File: config.mk
export PLATFORM = sky130hd
export DESIGN_NAME = ls_quad_gate_tester_flat
export DESIGN_NICKNAME = d
export VERILOG_FILES = /design/src/rtl/ls_tester_pkg.sv /design/src/rtl/ls_quad_gate_tester_if.sv /design/src/rtl/ls_sync2.sv /design/src/rtl/ls_quad_gate_tester.sv /design/src/flat_wrapper.sv
export SDC_FILE = /design/constraint.sdc
export NUM_CORES = 1
export LEC_CHECK = 0
export CAP_MARGIN = 10
export CORE_ASPECT_RATIO = 0.75
export CORE_MARGIN = 1
export CORE_UTILIZATION = 40
export DETAILED_ROUTE_END_ITERATION = 8
export PLACE_DENSITY = 0.72
export SLEW_MARGIN = 25
export SYNTH_ARGS = -nofsm -noshare
export SYNTH_HDL_FRONTEND = slang
export SYNTH_SLANG_ARGS = --single-unit
File: constraint.sdc
create_clock -name clk -period 4.7 [get_ports clk]
set_input_delay 0.94 -clock clk [delete_from_list [all_inputs] [get_ports clk]]
set_output_delay 0.94 -clock clk [all_outputs]
set_load 0.05 [all_outputs]
File: src/rtl/ls_tester_pkg.sv
// Shared types and constants for the LS quad 2-input gate tester.
// Holds the FSM encoding, the 17-entry vector table and the expected-output helper.
package ls_tester_pkg;

    typedef enum logic [1:0] {
        IDLE,
        SETTLE,
        CHECK,
        DONE
    } state_t;

    typedef struct packed {
        logic [3:0] a;
        logic [3:0] b;
    } vec_t;

    localparam int         NUM_VECTORS = 17;
    localparam logic [4:0] LAST_VEC    = 5'(NUM_VECTORS - 1);
    localparam logic [3:0] SIM_VEC_A   = 4'b0101;
    localparam logic [3:0] SIM_VEC_B   = 4'b1101;
    localparam logic [3:0] LS00_FUNC   = 4'b0111;
    localparam logic [4:0] NO_FAIL     = 5'h1F;

    // Vectors 0..15 walk one gate through its four input pairs; the last drives all gates.
    function automatic vec_t vector_at(input logic [4:0] n);
        vec_t v;
        v = '0;
        if (n < LAST_VEC) begin
            v.a[n[3:2]] = n[1];
            v.b[n[3:2]] = n[0];
        end else begin
            v.a = SIM_VEC_A;
            v.b = SIM_VEC_B;
        end
        return v;
    endfunction

    function automatic logic [3:0] expected_y(input logic [3:0] func, input vec_t v);
        logic [3:0] y;
        y = '0;
        for (int g = 0; g < 4; g++) begin
            y[g] = func[{v.a[g], v.b[g]}];
        end
        return y;
    endfunction

endpackage

File: src/rtl/ls_quad_gate_tester_if.sv
// Pin bundle between the tester and the quad gate under test.
// The tester drives the A/B inputs and senses the four Y outputs.
interface ls_quad_gate_tester_if;
    logic [3:0] drive_a;
    logic [3:0] drive_b;
    logic [3:0] sense_y;

    modport master (output drive_a, output drive_b, input sense_y);
    modport slave  (input drive_a, input drive_b, output sense_y);
endinterface

File: src/rtl/ls_sync2.sv
// Two-flop synchronizer for signals arriving asynchronously to clk.
// Synchronous active-high reset clears both stages.
module ls_sync2 #(
    parameter int WIDTH = 4
) (
    input  logic             clk,
    input  logic             rst,
    input  logic [WIDTH-1:0] d,
    output logic [WIDTH-1:0] q
);
    logic [WIDTH-1:0] meta;

    always_ff @(posedge clk) begin
        if (rst) begin
            meta <= '0;
            q    <= '0;
        end else begin
            meta <= d;
            q    <= meta;
        end
    end
endmodule

File: src/rtl/ls_quad_gate_tester.sv
// Functional tester for a quad 2-input logic gate: applies 17 vectors, waits to settle,
// compares the synchronized outputs against GATE_FUNC and reports per-gate failures.
module ls_quad_gate_tester
    import ls_tester_pkg::*;
#(
    parameter int         SETTLE_CYCLES = 4,
    parameter logic [3:0] GATE_FUNC     = LS00_FUNC
) (
    input  logic                     clk,
    input  logic                     rst,
    input  logic                     start,
    ls_quad_gate_tester_if.master    gate,
    output logic                     busy,
    output logic                     done,
    output logic                     pass,
    output logic [3:0]               fail_gate,
    output logic [4:0]               first_fail_vec
);
    localparam logic [7:0] CNT_LOAD = 8'(SETTLE_CYCLES - 1);

    state_t     state, state_nx;
    logic [4:0] n, n_nx;
    logic [7:0] cnt, cnt_nx;
    vec_t       drv, drv_nx;
    logic [3:0] fail_nx;
    logic [4:0] ffv_nx;
    logic       pass_nx;
    logic [3:0] sense_s;
    logic [3:0] mism;

    ls_sync2 #(.WIDTH(4)) u_sync (
        .clk (clk),
        .rst (rst),
        .d   (gate.sense_y),
        .q   (sense_s)
    );

    assign gate.drive_a = drv.a;
    assign gate.drive_b = drv.b;
    assign busy = (state == SETTLE) || (state == CHECK);
    assign done = (state == DONE);

    // Expected values follow the vector currently on the pins, idle gates included.
    assign mism = sense_s ^ expected_y(GATE_FUNC, drv);

    always_comb begin
        state_nx = state;
        n_nx     = n;
        cnt_nx   = cnt;
        drv_nx   = drv;
        fail_nx  = fail_gate;
        ffv_nx   = first_fail_vec;
        pass_nx  = pass;
        case (state)
            IDLE: begin
                if (start) begin
                    state_nx = SETTLE;
                    n_nx     = '0;
                    cnt_nx   = CNT_LOAD;
                    drv_nx   = vector_at(5'd0);
                    fail_nx  = '0;
                    ffv_nx   = NO_FAIL;
                    pass_nx  = 1'b0;
                end
            end
            SETTLE: begin
                if (cnt == 8'd0) state_nx = CHECK;
                else             cnt_nx   = cnt - 8'd1;
            end
            CHECK: begin
                fail_nx = fail_gate | mism;
                if (mism != 4'd0 && first_fail_vec == NO_FAIL) ffv_nx = n;
                if (n == LAST_VEC) begin
                    state_nx = DONE;
                    drv_nx   = '0;
                    pass_nx  = (fail_nx == 4'd0);
                end else begin
                    state_nx = SETTLE;
                    n_nx     = n + 5'd1;
                    cnt_nx   = CNT_LOAD;
                    drv_nx   = vector_at(n + 5'd1);
                end
            end
            DONE: begin
                state_nx = IDLE;
            end
            default: state_nx = IDLE;
        endcase
    end

    always_ff @(posedge clk) begin
        if (rst) begin
            state          <= IDLE;
            n              <= '0;
            cnt            <= '0;
            drv            <= '0;
            fail_gate      <= '0;
            first_fail_vec <= NO_FAIL;
            pass           <= 1'b0;
        end else begin
            state          <= state_nx;
            n              <= n_nx;
            cnt            <= cnt_nx;
            drv            <= drv_nx;
            fail_gate      <= fail_nx;
            first_fail_vec <= ffv_nx;
            pass           <= pass_nx;
        end
    end
endmodule

File: src/flat_wrapper.sv
// flat-port wrapper written by rule: the top's interface ports become plain ports
module ls_quad_gate_tester_flat import ls_tester_pkg::*;
#(
    parameter int         SETTLE_CYCLES = 4,
    parameter logic [3:0] GATE_FUNC     = LS00_FUNC
)
  (clk, rst, start, busy, done, pass, fail_gate, first_fail_vec, gate_drive_a, gate_drive_b, gate_sense_y);
  ls_quad_gate_tester_if gate_i ();
  input  logic clk;
  input  logic rst;
  input  logic start;
  output logic busy;
  output logic done;
  output logic pass;
  output logic [3:0] fail_gate;
  output logic [4:0] first_fail_vec;
  output wire logic [$bits(gate_i.drive_a)-1:0] gate_drive_a;
  output wire logic [$bits(gate_i.drive_b)-1:0] gate_drive_b;
  input wire logic [$bits(gate_i.sense_y)-1:0] gate_sense_y;
  assign gate_drive_a = gate_i.drive_a;
  assign gate_drive_b = gate_i.drive_b;
  assign gate_i.sense_y = gate_sense_y;
  ls_quad_gate_tester #(.SETTLE_CYCLES(SETTLE_CYCLES), .GATE_FUNC(GATE_FUNC)) u_core (.clk(clk), .rst(rst), .start(start), .gate(gate_i), .busy(busy), .done(done), .pass(pass), .fail_gate(fail_gate), .first_fail_vec(first_fail_vec));
endmodule
==> flow_summary.yaml <==
status:
  status: "finished clean"
yosys:
  synth.cell_area_um2: 1980
  synth_top_area_frac: 0.415
  yosysMostFrequentCell: "dfxtp_1"
  syn-num-nets: 236
  synth_largest_area_cell: "dfxtp_1"
  syn_avg_cell_area_um2: 9.00
  yosys_warnings: 0
  async_flop_share: 0
  synthTopCellsByCount: "dfxtp_1, a21oi_1, nand2_1, nor2_1"
  synth_cell_type_count: 42
  synth_edf_count: 0
  synth.top_cells.by_area: "dfxtp_1, ha_1, a21oi_1"
  synth-main-ff-cell: "dfxtp_1"
  ys_ff_latch: 41
  yosysSeqAreaShare: 0.415
  postSynthCellCount: 220
sta:
  relSlewSlack: 0.364
  tns_ps: 0
  period_share: 0.600
  finalHoldViolCount: 0
  rsz0062_at_grt: "no"
  tightest_slew_ps: 927
  period_needed_ps: 2820
  finalMaxSlewViolations: 0
  clock.fmax_ghz: 0.354
  setup_viol: 0
  clock_skew_ps: 6.76
final_layout:
  num_antenna_cells: 0
  multi_input_area_um2: 1070
  final_nets: 260
  syn2layout_area_growth_pct: 21.2
  seq_area_um2: 821
  layout-drive-gt1-share: 0.0694
  fillers: 410
detailed_routing:
  wl_per_cell_um: 14.2
  wl_met1_um: 2310
  met2_length_um: 1690
  first_iter_violations: 101
  routed_wl_um: 4280
  route.detailed.drc: 0
  vias_per_cell: 5.69
  wl_met3_um: 212
  antenna_left: 0
  vias: 1719
  first_pass_iters: 4
  dr.max_layer_used: "met4"
clocking:
  clk_pin_slew_worst_paths_ps: 80
  htreeDepth: 2
  clockBufferDepth: 2
  clock_latency_ps: 290
  cts_hold_buffers: 0
  cts_tree: "yes"
  cts_root_buf: "clkbuf_8"
  cts_resized: 0
  cts_sinks: 41
  cts_inserted_buffers: 5
  postCtsSetupBuffers: 0
grt:
  grt_pass1_wl_um: 7130
  grt_usage: 0.171
  grt_overflow: 0
  grt_pass1_vias: 1497
  grt_antenna_before_repair: 0
  grt_max_degree: 39
die:
  start_util: 0.430
  die_h_um: 62.9
  dieWidth_um: 83.2
  core_area_um2: 4600
  num_rows: 21
  die-area_um2: 5240
  io_pins: 27
place:
  dp_hpwl_um: 3040
  port_buffers: 26
  place_congestion: 0.798
critical_path:
  criticalPathCategory: "reg -> out"
  end_kind: "primary output"
  worstPathRequired_ps: 3760
  crit_fanout: 5
  critical_path.startpoint_type: "flop"
  arrival_ps: 1880
power_and_ir_drop:
  ir_drop_mv: 0.308
  total_power_mw: 1.34
  cellLeakagePower_nw: 0.881
  power.density_nw_per_um2: 557
flow_run:
  cap_viol_max_count: 0
hold_path:
  hold_path_class: "reg -> reg"
registers in the layout, indices dropped and copies added (netlist names), 2 cells and up:
register,flops
u_core.cnt,8
u_core.first_fail_vec,5
u_core.n,5
u_core.fail_gate,4
u_core.gate.drive_a,4
u_core.gate.drive_b,4
u_core.u_sync.meta,4
u_core.u_sync.q,4
u_core.state,2
cell usage in the layout (no fill, tap or decap), types with 9 or more instances in the layout:
cell,count
a21oi_1,16
inv_1,10
nor2b_1,9
nand2_1,16
clkdlybuf4s50_1,26
nor2_1,13
dfxtp_1,41
ha_1,9
or4_1,10
per-stage QoR:
step	worst slack, ps	util	hold WS [ps]	instances	cell area [µm²]
2_1_floorplan	2470	-	414	220	1980
3_3_place_gp	1950	0.496	416	294	2280
3_5_place_dp	1920	0.496	423	294	2280
4_1_cts	1860	0.522	442	302	2400
5_1_grt	1830	0.522	454	302	2400
6_report	1880	0.522	439	302	2400
worst paths after layout:
path | start | endpoint | slack [ps] | cells past startpoint
worst max-delay path | u_core.state[0]$_SDFFE_PP0P_ | busy | 1880 | 3
worst min-delay path | u_core.u_sync.meta[2]$_SDFF_PP0_ | u_core.u_sync.q[2]$_SDFF_PP0_ | 440 | 1
worst max register to register | u_core.n[0]$_SDFFE_PP0P_ | u_core.cnt[6]$_SDFFE_PP0P_ | 2350 | 6
worst min register to register | u_core.u_sync.meta[2]$_SDFF_PP0_ | u_core.u_sync.q[2]$_SDFF_PP0_ | 440 | 1
critical path, stage by stage (launching register included):
cell	delay, ps
dfxtp_1	410
inv_1	100
ha_1	290
clkdlybuf4s50_1	800
routing by layer:
layer	up-vias	GRT usage
met1	814	0.255
met3	8	0.0449
met2	44	0.228
met5	-	0
li1	853	-
met4	0	0.0711
area by class of cell:
class                   count  area share
multi-input cells         158       0.448
inverters                  10      0.0156
repair buffers             28       0.115
clock inverters             2      0.0156
clock buffers               6      0.0344
well taps                  57      0.0297
flip-flops and latches     41       0.342
report_power, final:
| group | internal (mW) | switching, mW |
|---|---|---|
| logic | 0.224 | 0.354 |
| registers | 0.405 | 0.0586 |
| clock network | 0.173 | 0.123 |
kinds of logic (layout without fill, tap and decap cells):
| family | Yosys count | in the layout | share of synthesized area |
|---|---|---|---|
| simple gates | 84 | 84 | 0.245 |
| xor+xnor | 9 | 9 | 0.0398 |
| fa+ha+maj | 9 | 9 | 0.0569 |
| flops | 41 | 41 | 0.415 |
| buf+inv | 21 | 46 | 0.0424 |
| mux | 1 | 1 | 0.00506 |
| compound gates | 55 | 55 | 0.196 |
Power figures use the tool's default switching activity.
